## config.mk

```make
export PLATFORM = sky130hd
export DESIGN_NAME = load_store_unit
export DESIGN_NICKNAME = d
export VERILOG_FILES = /design/src/rtl/load_store_unit.sv
export SDC_FILE = /design/constraint.sdc
export NUM_CORES = 1
export LEC_CHECK = 0
export ABC_AREA = 1
export CAP_MARGIN = 30
export CORE_MARGIN = 2
export CORE_UTILIZATION = 40
export DETAILED_ROUTE_END_ITERATION = 10
export PLACE_DENSITY_LB_ADDON = 0.1
export SLEW_MARGIN = 25
export SYNTH_ARGS = -nofsm -noshare
export SYNTH_HDL_FRONTEND = slang
export SYNTH_SLANG_ARGS = --single-unit
```

## constraint.sdc

```tcl
create_clock -name clk -period 1.4 [get_ports clk]
set_clock_uncertainty 0.05 [all_clocks]
set_input_delay 0.21 -clock clk [delete_from_list [all_inputs] [get_ports clk]]
set_output_delay 0.21 -clock clk [all_outputs]
set_load 0.01 [all_outputs]
```

## src/rtl/load_store_unit.sv

```systemverilog
// Load/store stage: one bus access per request with byte-lane steering, load extension and timeout.
// Optional LSU_MISALIGN_TRAP_EN turns misaligned half/word accesses into error responses.
module load_store_unit #(
  parameter int TIMEOUT = 16
) (
  input  logic        clk,
  input  logic        rst_n,
  input  logic        start,
  input  logic        we,
  input  logic [1:0]  size,
  input  logic        uns,
  input  logic [31:0] addr,
  input  logic [31:0] wdata,
  output logic        busy,
  output logic        done,
  output logic        err,
  output logic [31:0] rdata,
  output logic        mem_req,
  output logic        mem_we,
  output logic [31:0] mem_addr,
  output logic [3:0]  mem_be,
  output logic [31:0] mem_wdata,
  input  logic [31:0] mem_rdata,
  input  logic        mem_ack
);

  localparam logic [1:0] IDLE = 2'd0;
  localparam logic [1:0] BUS  = 2'd1;
  localparam logic [1:0] FIN  = 2'd2;
  localparam logic [7:0] TMAX = 8'(TIMEOUT - 1);

  logic [1:0]  state;
  logic [7:0]  cnt;
  logic        we_q, uns_q, err_q;
  logic [1:0]  size_q, lane_q;

  logic        illegal;
  logic [1:0]  lane;
  logic [3:0]  be_n;
  logic [31:0] wd_n;
  logic [31:0] shifted;
  logic [31:0] ld_val;

  // Decode the incoming request: legality, effective lane, enables and replicated data
  always_comb begin
    illegal = (size == 2'b11);
    lane    = addr[1:0];
    be_n    = 4'b0001;
    wd_n    = {4{wdata[7:0]}};
    case (size)
      2'b01: begin
`ifdef LSU_MISALIGN_TRAP_EN
        if (addr[0]) illegal = 1'b1;
`endif
        lane = {addr[1], 1'b0};
        be_n = 4'b0011;
        wd_n = {2{wdata[15:0]}};
      end
      2'b10: begin
`ifdef LSU_MISALIGN_TRAP_EN
        if (addr[1:0] != 2'b00) illegal = 1'b1;
`endif
        lane = 2'b00;
        be_n = 4'b1111;
        wd_n = wdata;
      end
      default: ;
    endcase
    be_n = be_n << lane;
  end

  assign shifted = mem_rdata >> {lane_q, 3'b000};

  always_comb begin
    case (size_q)
      2'b00:   ld_val = {{24{~uns_q & shifted[7]}}, shifted[7:0]};
      2'b01:   ld_val = {{16{~uns_q & shifted[15]}}, shifted[15:0]};
      default: ld_val = mem_rdata;
    endcase
  end

  always_ff @(posedge clk or negedge rst_n) begin
    if (!rst_n) begin
      state     <= IDLE;
      cnt       <= 8'd0;
      we_q      <= 1'b0;
      uns_q     <= 1'b0;
      err_q     <= 1'b0;
      size_q    <= 2'b00;
      lane_q    <= 2'b00;
      rdata     <= 32'd0;
      mem_we    <= 1'b0;
      mem_addr  <= 32'd0;
      mem_be    <= 4'b0000;
      mem_wdata <= 32'd0;
    end else begin
      case (state)
        IDLE: if (start) begin
          we_q   <= we;
          size_q <= size;
          uns_q  <= uns;
          lane_q <= lane;
          cnt    <= 8'd0;
          err_q  <= illegal;
          // Illegal requests never touch the bus
          if (illegal) state <= FIN;
          else begin
            state     <= BUS;
            mem_we    <= we;
            mem_addr  <= {addr[31:2], 2'b00};
            mem_be    <= be_n;
            mem_wdata <= wd_n;
          end
        end
        BUS: begin
          if (mem_ack) begin
            state <= FIN;
            if (!we_q) rdata <= ld_val;
          end else if (cnt == TMAX) begin
            state <= FIN;
            err_q <= 1'b1;
          end else begin
            cnt <= cnt + 8'd1;
          end
        end
        FIN:     state <= IDLE;
        default: state <= IDLE;
      endcase
    end
  end

  assign mem_req = (state == BUS);
  assign done    = (state == FIN);
  assign err     = done & err_q;
  assign busy    = (state != IDLE) | start;

endmodule

```

Word level (Yosys, flattened, before mapping)
Index checks and enable logic that the tools add are counted.

cells by class
  mux-type cells = 17
  eq/ne operators = 12
  shift-type cells = 2
  bitwise logic cells = 7
  reduce and logical (&&, ||, !) cells = 10
  $add $sub $neg = 1

operators by type and width
  operator                                              count
  one-hot mux 32 bit (2 select lines)                   2
  >> shifter 32 x 5 -> 16 bit                           1
  two-way mux 8 bit                                     3
  one-hot mux 8 bit (2 select lines)                    1
  adder 8 x 1 -> 8 bit (second input constant)          1
  equality test 8 x 4 -> 1 bit (second input constant)  1
  two-way mux 2 bit                                     4
  one-hot mux 2 bit (2 select lines)                    2
  one-hot mux 4 bit (2 select lines)                    1
  AND reduction 4 bit                                   2
  equality test 2 x 1 -> 1 bit (second input constant)  3
  equality test 2 bit (second input constant)           3
  != test 2 bit (second input constant)                 3
  AND reduction 3 bit                                   2
  zero test 2 bit                                       2
  AND reduction 2 bit                                   2
  nonzero test 2 bit                                    2
  left shift 4 x 2 -> 4 bit                             1
  AND 1 bit                                             3
  two-way mux 1 bit                                     3
  != test 3 x 1 -> 1 bit (second input constant)        1
  NOT 1 bit                                             3
  != test 2 x 1 -> 1 bit (second input constant)        1
  one-hot mux 1 bit (2 select lines)                    1
  OR 1 bit                                              1

word-level totals
  register bits = 116
  input port bits = 104
  output and inout port bits = 105
  logic and storage cells = 61

Depth between registers and ports, before layout
Gate-level depths: netlist of the first run.

  depth after elaboration = 4
  mapped depth = 10
  depth with buffers taken out = 8

Least setup slack after synthesis of the first run
No wires, ideal clock.

  path type = input to register
  from = input size[0]
  to = register mem_wdata[17]
  required time = 1,215 ps
  slack = -109 ps
  stages = 7
  arrival time = 1,324 ps
  library setup time = 135 ps
  path buffers = 1
  cell sequence = inv_1 ha_1 buf_2 nor2_1 inv_1 a22oi_1 o21ai_0

on the way
  longest elaborated chain between the ends = 3
  elaborated cells between the ends (all ways) = 6
  those cells by class = eq/ne (3); mux (1); bitwise (1); reduce/logical (1)

ends and longest elaborated chain
  what                           RTL line  source
  start: declaration             10        input logic [1:0] size,
  equality test 2 bit            46        illegal = (size == 2'b11);
  NOT 1 bit (no line)            --
  AND reduction 3 bit (no line)  --
  end signal: assignment         112       mem_wdata <= wd_n;
  end: declaration               22        output logic [31:0] mem_wdata,

Several ways; a longest one is shown, not always the timed one.
A chain may end at the register's enable or synchronous reset.

Worst setup path in the final report of the first run
  from = register state[0]
  to = output err

on the way
  longest elaborated chain between the ends = 2

ends and longest elaborated chain
  what                      RTL line  source
  start: declaration        32        logic [1:0] state;
  start signal: assignment  84        state <= IDLE;
  start signal: assignment  106       if (illegal) state <= FIN;
  start signal: assignment  108       state <= BUS;
  equality test 2 bit       133       assign done = (state == FIN);
  AND 1 bit                 134       assign err = done & err_q;
  end: declaration          16        output logic err,

No other way between the ends.

==> results of run 1 <==
==> sequential cells by signal (all words and copies together), names as in the netlist <==
signal,cells
mem_addr,30
lane_q,2
rdata,32
mem_wdata,32
uns_q,1
state,2
size_q,2
cnt,8
mem_we,1
mem_be,4
err_q,1
we_q,1
==> area by class of cell <==
| cell class | count | share of cell area (%) |
|---|---|---|
| flip-flops and latches | 116 | 27.3 |
| clock inverters | 13 | 2.15 |
| diodes | 1 | 0.0235 |
| well taps | 180 | 2.12 |
| inverters | 75 | 2.99 |
| multi-input cells | 516 | 30.7 |
| clock buffers | 19 | 4.17 |
| repair buffers | 308 | 30.5 |
==> logic make-up after synthesis <==
kind of cell    after synthesis  synth area share [%]
xor+xnor                      1                 0.152
compound gates              130                  12.3
flops                       116                  50.2
buf+inv                     116                  8.46
fa+ha+maj                     5                  1.08
other cells                   1                0.0649
simple gates                376                  27.8
==> power breakdown <==
group	internal [mW]	total, mW	switching (mW)	leakage, nW
registers	4.93	5.92	0.990	1.40
logic	5.64	11.8	6.13	3.43
clock network	3.39	5.01	1.62	0.327
==> synth_stat cells (3+ instances only) <==
library cell	n
buf_2	22
nand2_1	248
or2_0	6
nand3_1	47
a21oi_1	54
dfrtp_1	116
clkbuf_1	13
or2_1	6
buf_4	5
inv_1	70
inv_2	4
ha_1	5
or2_2	7
o21ai_1	7
o21ai_0	35
nor2_1	49
a31oi_1	20
a22oi_1	3
o22ai_1	5
==> critical path, delay by kind of cell, from the launching register on <==
kind	cells	cell delay, ns
buffers and inverters	2	0.29
flip-flops	1	0.46
AND/OR/NAND/NOR	1	0.14
==> repair_timing <==
item,in CTS,in global routing
gates resized for setup,203,197
endpoints found under the setup margin,200,111
hold buffers,1,0
cloned,8,7
setup buffers,14,7
hold endpoints to repair,60,0
pin swaps,36,61
==> per-stage QoR <==
| stage | worst slack (ns) | TNS, ns | cell area, µm² | hold WS, ns |
|---|---|---|---|---|
| 2_1_floorplan | 0.0143 | 0 | 5790 | -0.136 |
| 3_3_place_gp | -0.547 | -36.13 | 8600 | 0.0998 |
| 3_5_place_dp | -0.596 | -39.81 | 8600 | 0.105 |
| 4_1_cts | -0.164 | -2.43 | 9740 | 0.215 |
| 5_1_grt | -0.200 | -9.96 | 10600 | 0.235 |
| 6_report | -0.167 | -5.05 | 10600 | 0.212 |
==> layer usage <==
metal / GRT usage [%] / vias up / wire (µm)
met5: 0 / - / 0
met4: 7.20 / 0 / 363
met3: 8.30 / 32 / 1730
met2: 43.2 / 295 / 11000
met1: 31.2 / 3017 / 8550
li1: - / 2965 / -
==> worst paths after layout <==
check / to / slack [ns] / cells after the start / start
max: err / -0.17 / 3 / state[0]$_DFFE_PN0P_
min in group clk: mem_addr[3]$_DFFE_PN0P_ / 0.29 / 3 / addr[3]
max in group asynchronous: mem_addr[7]$_DFFE_PN0P_ / 0.58 / 3 / rst_n
max reg2reg: rdata[19]$_DFFE_PN0P_ / -0.14 / 9 / state[0]$_DFFE_PN0P_
min reg2reg: mem_addr[8]$_DFFE_PN0P_ / 0.41 / 2 / mem_addr[8]$_DFFE_PN0P_
min: cnt[3]$_DFFE_PN0P_ / 0.21 / 2 / rst_n
==> results.sh, run 1 <==
export IMPL_status="finished with violations"
export IMPL_violations="negative setup slack"
export IMPL_drtIter0Drc=424
export IMPL_vdd_ir_drop_max_v=0.00112
export IMPL_insertion_delay_ns=0.42
export IMPL_clock_sinks=116
export IMPL_syn_inst=745
export IMPL_die_width_um=124
export IMPL_cp_end_kind="primary output"
export IMPL_place_gp_congestion=0.884
export IMPL_h_tree_depth=4
export IMPL_worst_slack_ns=-0.167
export IMPL_start_util_pct=41.3
export IMPL_synth_area_leaders="dfrtp_1 (50%), nand2_1 (16%), a21oi_1 (4.7%), inv_1 (4.5%), nand3_1 (4.1%)"
export IMPL_ys_seq_area_share_pct=50.2
export IMPL_yosysWarnings=0
export IMPL_finalCritPeriodShare_pct=112
export IMPL_path_class="register to primary output"
export IMPL_grt_overflow_total=0
export IMPL_avgViaCountPerCell=5.14
export IMPL_final_cell_mix="nand2_1 (177), dfrtp_1 (113), clkdlybuf4s50_1 (100)"
export IMPL_postRouteAntennaNets=0
export IMPL_io_buffers=206
export IMPL_ios=209
export IMPL_p_leak_nw=5.16
export IMPL_syn_cell_area_um2=5780
export IMPL_synth_top_area_cell="dfrtp_1"
export IMPL_grt_pass1_vias=6298
export IMPL_setup_viol=90
export IMPL_cts_tree="done"
export IMPL_finalPower_mw=22.7
export IMPL_startpoint_type="register"
export IMPL_maxCapViolations=0
export IMPL_synth_edf_count=0
export IMPL_wirelength_mm=21.7
export IMPL_grt_pass1_wl_mm=31.7
export IMPL_cp_max_fo=4
export IMPL_powerDensity_nw_per_um2=2140
export IMPL_hold_path_class="input port to asynchronous set/reset pin"
export IMPL_nFillCells=1041
export IMPL_wire_per_inst_um=17.7
export IMPL_synth_top_area_share_pct=50.2
export IMPL_fin_crit_ns=1.57
export IMPL_cp_arrival_ns=1.31
export IMPL_coreArea_um2=14000
export IMPL_max_stage_delay_ns=0.46
export IMPL_dieArea_um2=15400
export IMPL_clockRootBuffer="clkbuf_16"
export IMPL_final_common_cell="nand2_1"
export IMPL_antenna_found_initial=1
export IMPL_grt_use_total_pct=25.5
export IMPL_slew_violations=0
export IMPL_die_h_um=124
export IMPL_final_seq_area_um2=2910
export IMPL_synth_seq_cells=116
export IMPL_rows=43
export IMPL_hold_violations=0
export IMPL_worstPathRequired_ns=1.14
export IMPL_numCtsBuffers=17
export IMPL_route_detailed_drc=0
export IMPL_rsz0062_at_grt="true"
export IMPL_dr_pass1_iters=5
export IMPL_clk_pin_slew_ns=0.06
export IMPL_cp_cell_sequence="buf_6, nor3_2, buf_2"
export IMPL_area_growth_pct=83.9
export IMPL_final_nets=1143
export IMPL_placed_cells=1164
export IMPL_max_freq_mhz=638
export IMPL_multi_input_area_um2=3260
export IMPL_ys_flop_type="dfrtp_1"
export IMPL_dp_hpwl_mm=13.4
export IMPL_grt_max_degree=47
export IMPL_via_count=6309
export IMPL_stdcell_count=1228
export IMPL_crit_slowest_cell="dfrtp_2"
export IMPL_async_reset_ff_share_pct=100
export IMPL_drive_gt1_share_pct=31.7
export IMPL_ys_types=37
export IMPL_cts_buffer_depth=2
export IMPL_avgSynthCellArea_um2=7.76
export IMPL_final_core_util_pct=76.0
Power figures use the tool's default switching activity.
==> inputs of run 2 (changes only) <==
Clock period 1.4 ns to 1.6 ns, I/O delays scaled along.
==> run 2 against run 1 <==
Compared with the run above: the flow now finishes without violations; die area unchanged; clock-buffer cell count increased by 6; sequential power decreased by 14%; via count is 8.5% lower; global-route usage down 2.0 points; critical endpoint is now rdata[3].
==> results.sh, run 2 (synthesis results as in run 1) <==
export IMPL_via_count=5772
export IMPL_fin_crit_ns=1.57
export IMPL_max_freq_mhz=637
export IMPL_wire_per_inst_um=15.5
export IMPL_clock_sinks=116
export IMPL_grt_pass1_wl_mm=29.4
export IMPL_grt_use_total_pct=23.5
export IMPL_grt_max_degree=117
export IMPL_tightest_slew_ns=0.626
export IMPL_rows=43
export IMPL_coreArea_um2=14000
export IMPL_finalCritPeriodShare_pct=98.2
export IMPL_cp_max_fo=2
export IMPL_drtIter0Drc=306
export IMPL_final_common_cell="nand2_1"
export IMPL_max_stage_delay_ns=0.54
export IMPL_clk_pin_slew_ns=0.05
export IMPL_max_slew_margin_pct=58.3
export IMPL_critical_path_top_delay_family="buffers and inverters"
export IMPL_path_class="register to primary output"
export IMPL_hold_violations=0
export IMPL_route_detailed_drc=0
export IMPL_finalPower_mw=16.5
export IMPL_startpoint_type="register"
export IMPL_postRouteAntennaNets=0
export IMPL_area_growth_pct=55.6
export IMPL_avgViaCountPerCell=4.92
export IMPL_slew_violations=0
export IMPL_insertion_delay_ns=0.40
export IMPL_dp_hpwl_mm=13.1
export IMPL_final_cell_mix="nand2_1 (245), dfrtp_1 (115), clkdlybuf4s50_1 (104)"
export IMPL_fin_setup_tns_ns=0
export IMPL_cts_buffer_depth=2
export IMPL_wirelength_mm=18.1
export IMPL_rsz0062_at_grt="true"
export IMPL_setup_viol=0
export IMPL_status="finished, final reports clean"
export IMPL_drive_gt1_share_pct=11.5
export IMPL_grt_pass1_vias=5897
export IMPL_grt_overflow_total=0
export IMPL_ios=209
export IMPL_die_h_um=124
export IMPL_final_nets=1092
export IMPL_cp_cell_sequence="clkdlybuf4s50_1"
export IMPL_cts_tree="done"
export IMPL_powerDensity_nw_per_um2=1830
export IMPL_dr_pass1_iters=6
export IMPL_clockRootBuffer="clkbuf_16"
export IMPL_cp_arrival_ns=1.28
export IMPL_reg_top3="mem_wdata x32, rdata x32, mem_addr x30"
export IMPL_worstPathRequired_ns=1.31
export IMPL_start_util_pct=41.3
export IMPL_num_antenna_cells=0
export IMPL_io_buffers=206
export IMPL_maxCapViolations=0
export IMPL_cp_num_buf_inv=1
export IMPL_dieArea_um2=15400
export IMPL_numCtsBuffers=17
export IMPL_antenna_found_initial=0
export IMPL_h_tree_depth=4
export IMPL_place_gp_congestion=0.859
export IMPL_p_leak_nw=4.71
export IMPL_hold_path_class="input port to register"
export IMPL_crit_slowest_cell="clkdlybuf4s50_1"
export IMPL_die_width_um=124
export IMPL_vdd_ir_drop_max_v=0.000930
export IMPL_cp_end_kind="primary output"
==> run 2: routing by layer <==
metal	part of all wire, %	global-route usage [%]	up-vias
li1	-	-	2834
met1	41	28.8	2701
met2	50	39.7	215
met3	7.6	7.57	22
met4	1.5	6.94	0
met5	0	0	-
==> run 2: final timing paths <==
check / startpoint / to / slack, ns / cells after the start
worst min-delay path: addr[18] / mem_addr[18]$_DFFE_PN0P_ / 0.32 / 3
min in group asynchronous: rst_n / cnt[5]$_DFFE_PN0P_ / 0.42 / 3
worst min register to register: mem_wdata[2]$_DFFE_PN0P_ / mem_wdata[2]$_DFFE_PN0P_ / 0.42 / 2
worst max-delay path: rdata[3]$_DFFE_PN0P_ / rdata[3] / 0.03 / 1
worst max register to register: state[0]$_DFFE_PN0P_ / rdata[31]$_DFFE_PN0P_ / 0.10 / 8
max in group asynchronous: rst_n / lane_q[0]$_DFFE_PN0P_ / 0.60 / 3
==> run 2: per-stage QoR <==
| step | cells | cell area, µm² | hold WS, ns | util [%] | setup slack, ns |
|---|---|---|---|---|---|
| 6_report | 1172 | 8990 | 0.321 | 64.3 | 0.0290 |
| 5_1_grt | 1172 | 8990 | 0.313 | 64.3 | -0.0124 |
| 4_1_cts | 1169 | 8880 | 0.306 | 63.5 | -0.00635 |
| 3_5_place_dp | 1140 | 8370 | 0.337 | 59.8 | -0.430 |
| 3_3_place_gp | 1140 | 8370 | 0.336 | 59.8 | -0.366 |
| 2_1_floorplan | 746 | 5780 | -0.106 | - | 0.0608 |
==> run 2: layout make-up <==
type | instances | area [µm²]
clock buffer | 25 | 526
timing repair buffer | 259 | 2570
tap | 180 | 225
inverter | 75 | 284
clock inverter | 3 | 67.6
sequential | 116 | 2900
multi-input combinational | 514 | 2410
fill | 1190 | 5000
==> run 2: power breakdown <==
| part | switching (mW) | internal (mW) | total [mW] |
|---|---|---|---|
| Combinational | 4.04 | 3.51 | 7.55 |
| Sequential | 0.798 | 4.31 | 5.11 |
| Clock | 1.25 | 2.55 | 3.80 |
==> run 2: repair_timing <==
item,CTS,global route
endpoints found under the setup margin,79,57
setup buffers,0,2
gates cloned,0,1
resized for setup,91,31
hold buffers,1,0
endpoints found under the hold margin,116,0
==> inputs of run 3 (changes only) <==
Settings changed: GPL_ROUTABILITY_DRIVEN from default to 0.
==> run 3 against run 2 <==
Compared with the run above: core utilization grew 0.41 points; via count is 1.9% higher; critical path depth is 2 higher; critical path type unchanged; setup slack improved by 0.060 ns; largest power group unchanged; sequential share of layout area fell by 0.22 points.
==> results.sh, run 3 (synthesis results as in run 1) <==
export IMPL_clk_pin_slew_ns=0.05
export IMPL_cp_end_kind="primary output"
export IMPL_die_width_um=124
export IMPL_hold_ws_ns=0.263
export IMPL_postLayoutCellArea_um2=9050
export IMPL_p_leak_nw=4.69
export IMPL_worstPathRequired_ns=1.31
export IMPL_dr_pass1_iters=5
export IMPL_grt_use_total_pct=23.2
export IMPL_grt_pass1_wl_mm=29.0
export IMPL_via_count=5883
export IMPL_ios=209
export IMPL_grt_overflow_total=0
export IMPL_avgViaCountPerCell=4.99
export IMPL_path_class="register to primary output"
export IMPL_vdd_ir_drop_max_v=0.000901
export IMPL_reg_top3="mem_wdata x32, rdata x32, mem_addr x30"
export IMPL_wire_per_inst_um=15.0
export IMPL_drive_gt1_share_pct=11.6
export IMPL_hold_path_class="input port to asynchronous set/reset pin"
export IMPL_grt_max_degree=39
export IMPL_start_util_pct=41.3
export IMPL_io_buffers=206
export IMPL_startpoint_type="register"
export IMPL_maxCapViolations=0
export IMPL_rows=43
export IMPL_insertion_delay_ns=0.41
export IMPL_grt_pass1_vias=5902
export IMPL_die_h_um=124
export IMPL_place_ws_ns=-0.370
export IMPL_final_cell_mix="nand2_1 (247), dfrtp_1 (116), clkdlybuf4s50_1 (102)"
export IMPL_rsz0062_at_grt="false"
export IMPL_cts_buffer_depth=2
export IMPL_worst_slack_ns=0.0888
export IMPL_final_nets=1095
export IMPL_finalPower_mw=16.6
export IMPL_coreArea_um2=14000
export IMPL_r2r_end="rdata[30]$_DFFE_PN0P_"
export IMPL_cp_arrival_ns=1.22
export IMPL_cp_max_fo=3
export IMPL_clock_sinks=116
export IMPL_drtIter0Drc=561
export IMPL_route_detailed_drc=0
export IMPL_area_growth_pct=56.6
export IMPL_num_antenna_cells=0
export IMPL_rr_worst_depth=9
export IMPL_numCtsBuffers=17
export IMPL_fin_setup_tns_ns=0
export IMPL_clockRootBuffer="clkbuf_16"
export IMPL_h_tree_depth=4
export IMPL_final_common_cell="nand2_1"
export IMPL_finalCritPeriodShare_pct=94.5
export IMPL_slew_violations=0
export IMPL_r2r_start="state[1]$_DFFE_PN0P_"
export IMPL_fin_crit_ns=1.51
export IMPL_powerDensity_nw_per_um2=1840
export IMPL_antenna_found_initial=0
export IMPL_postPlaceCellArea_um2=8420
export IMPL_status="finished, final reports clean"
export IMPL_postRouteAntennaNets=0
export IMPL_max_freq_mhz=662
export IMPL_cts_tree="done"
export IMPL_reg2reg_slack_ns=0.10
export IMPL_setup_viol=0
export IMPL_dp_hpwl_mm=13.0
export IMPL_dieArea_um2=15400
export IMPL_wirelength_mm=17.7
export IMPL_hold_violations=0
-- run 3: worst max path at each step --
stage	startpoint	slack, ns	cells after the start	to
4_1_cts	state[1]$_DFFE_PN0P_	-0.004	4	mem_req
3_3_place_gp	size[0]	-0.33	7	mem_wdata[27]$_DFFE_PN0P_
2_1_floorplan	size[0]	0.06	7	mem_wdata[17]$_DFFE_PN0P_
6_report	state[1]$_DFFE_PN0P_	0.09	3	done
5_1_grt	state[1]$_DFFE_PN0P_	0.008	9	rdata[30]$_DFFE_PN0P_
3_5_place_dp	size[0]	-0.37	10	mem_addr[10]$_DFFE_PN0P_
-- run 3: repair_timing --
item,CTS,global route
pin swaps,1,1
hold buffers,1,0
gates resized for setup,95,25
cloned,0,1
buffers inserted,1,0
hold endpoints to repair,26,0
endpoints found under the setup margin,88,57
-- run 3: final cells by class --
type	count	area, µm²
Clock buffer	19	443
Clock inverter	13	206
Fill cell	1224	4940
Inverter	75	287
Multi-Input combinational cell	514	2410
Sequential cell	116	2900
Tap cell	180	225
Timing Repair Buffer	262	2570
-- run 3: worst max-delay path, stage by stage, from the launching register on --
cell,delay [ns]
dfrtp_1,0.40
inv_2,0.07
nor2_1,0.10
clkdlybuf4s15_1,0.25
-- run 3: per-layer routing --
layer | GRT usage [%] | share of wire (%) | up-vias
li1 | - | - | 2852
met1 | 27.7 | 41 | 2764
met2 | 39.1 | 48 | 239
met3 | 8.18 | 8.8 | 28
met4 | 7.60 | 1.9 | 0
met5 | 0 | 0 | -
-- run 3: through the flow --
stage,instances,util (%)
detailed placement,1145,60.2
CTS,1179,64.2
global route,1179,64.7
floorplan,746,-
finish,1179,64.7
global placement,1145,60.2
-- run 3: power breakdown --
group / switching, mW / internal [mW] / total [mW]
logic: 3.96 / 3.40 / 7.36
registers: 0.794 / 4.31 / 5.10
clock network: 1.39 / 2.80 / 4.18
total: 6.14 / 10.5 / 16.6
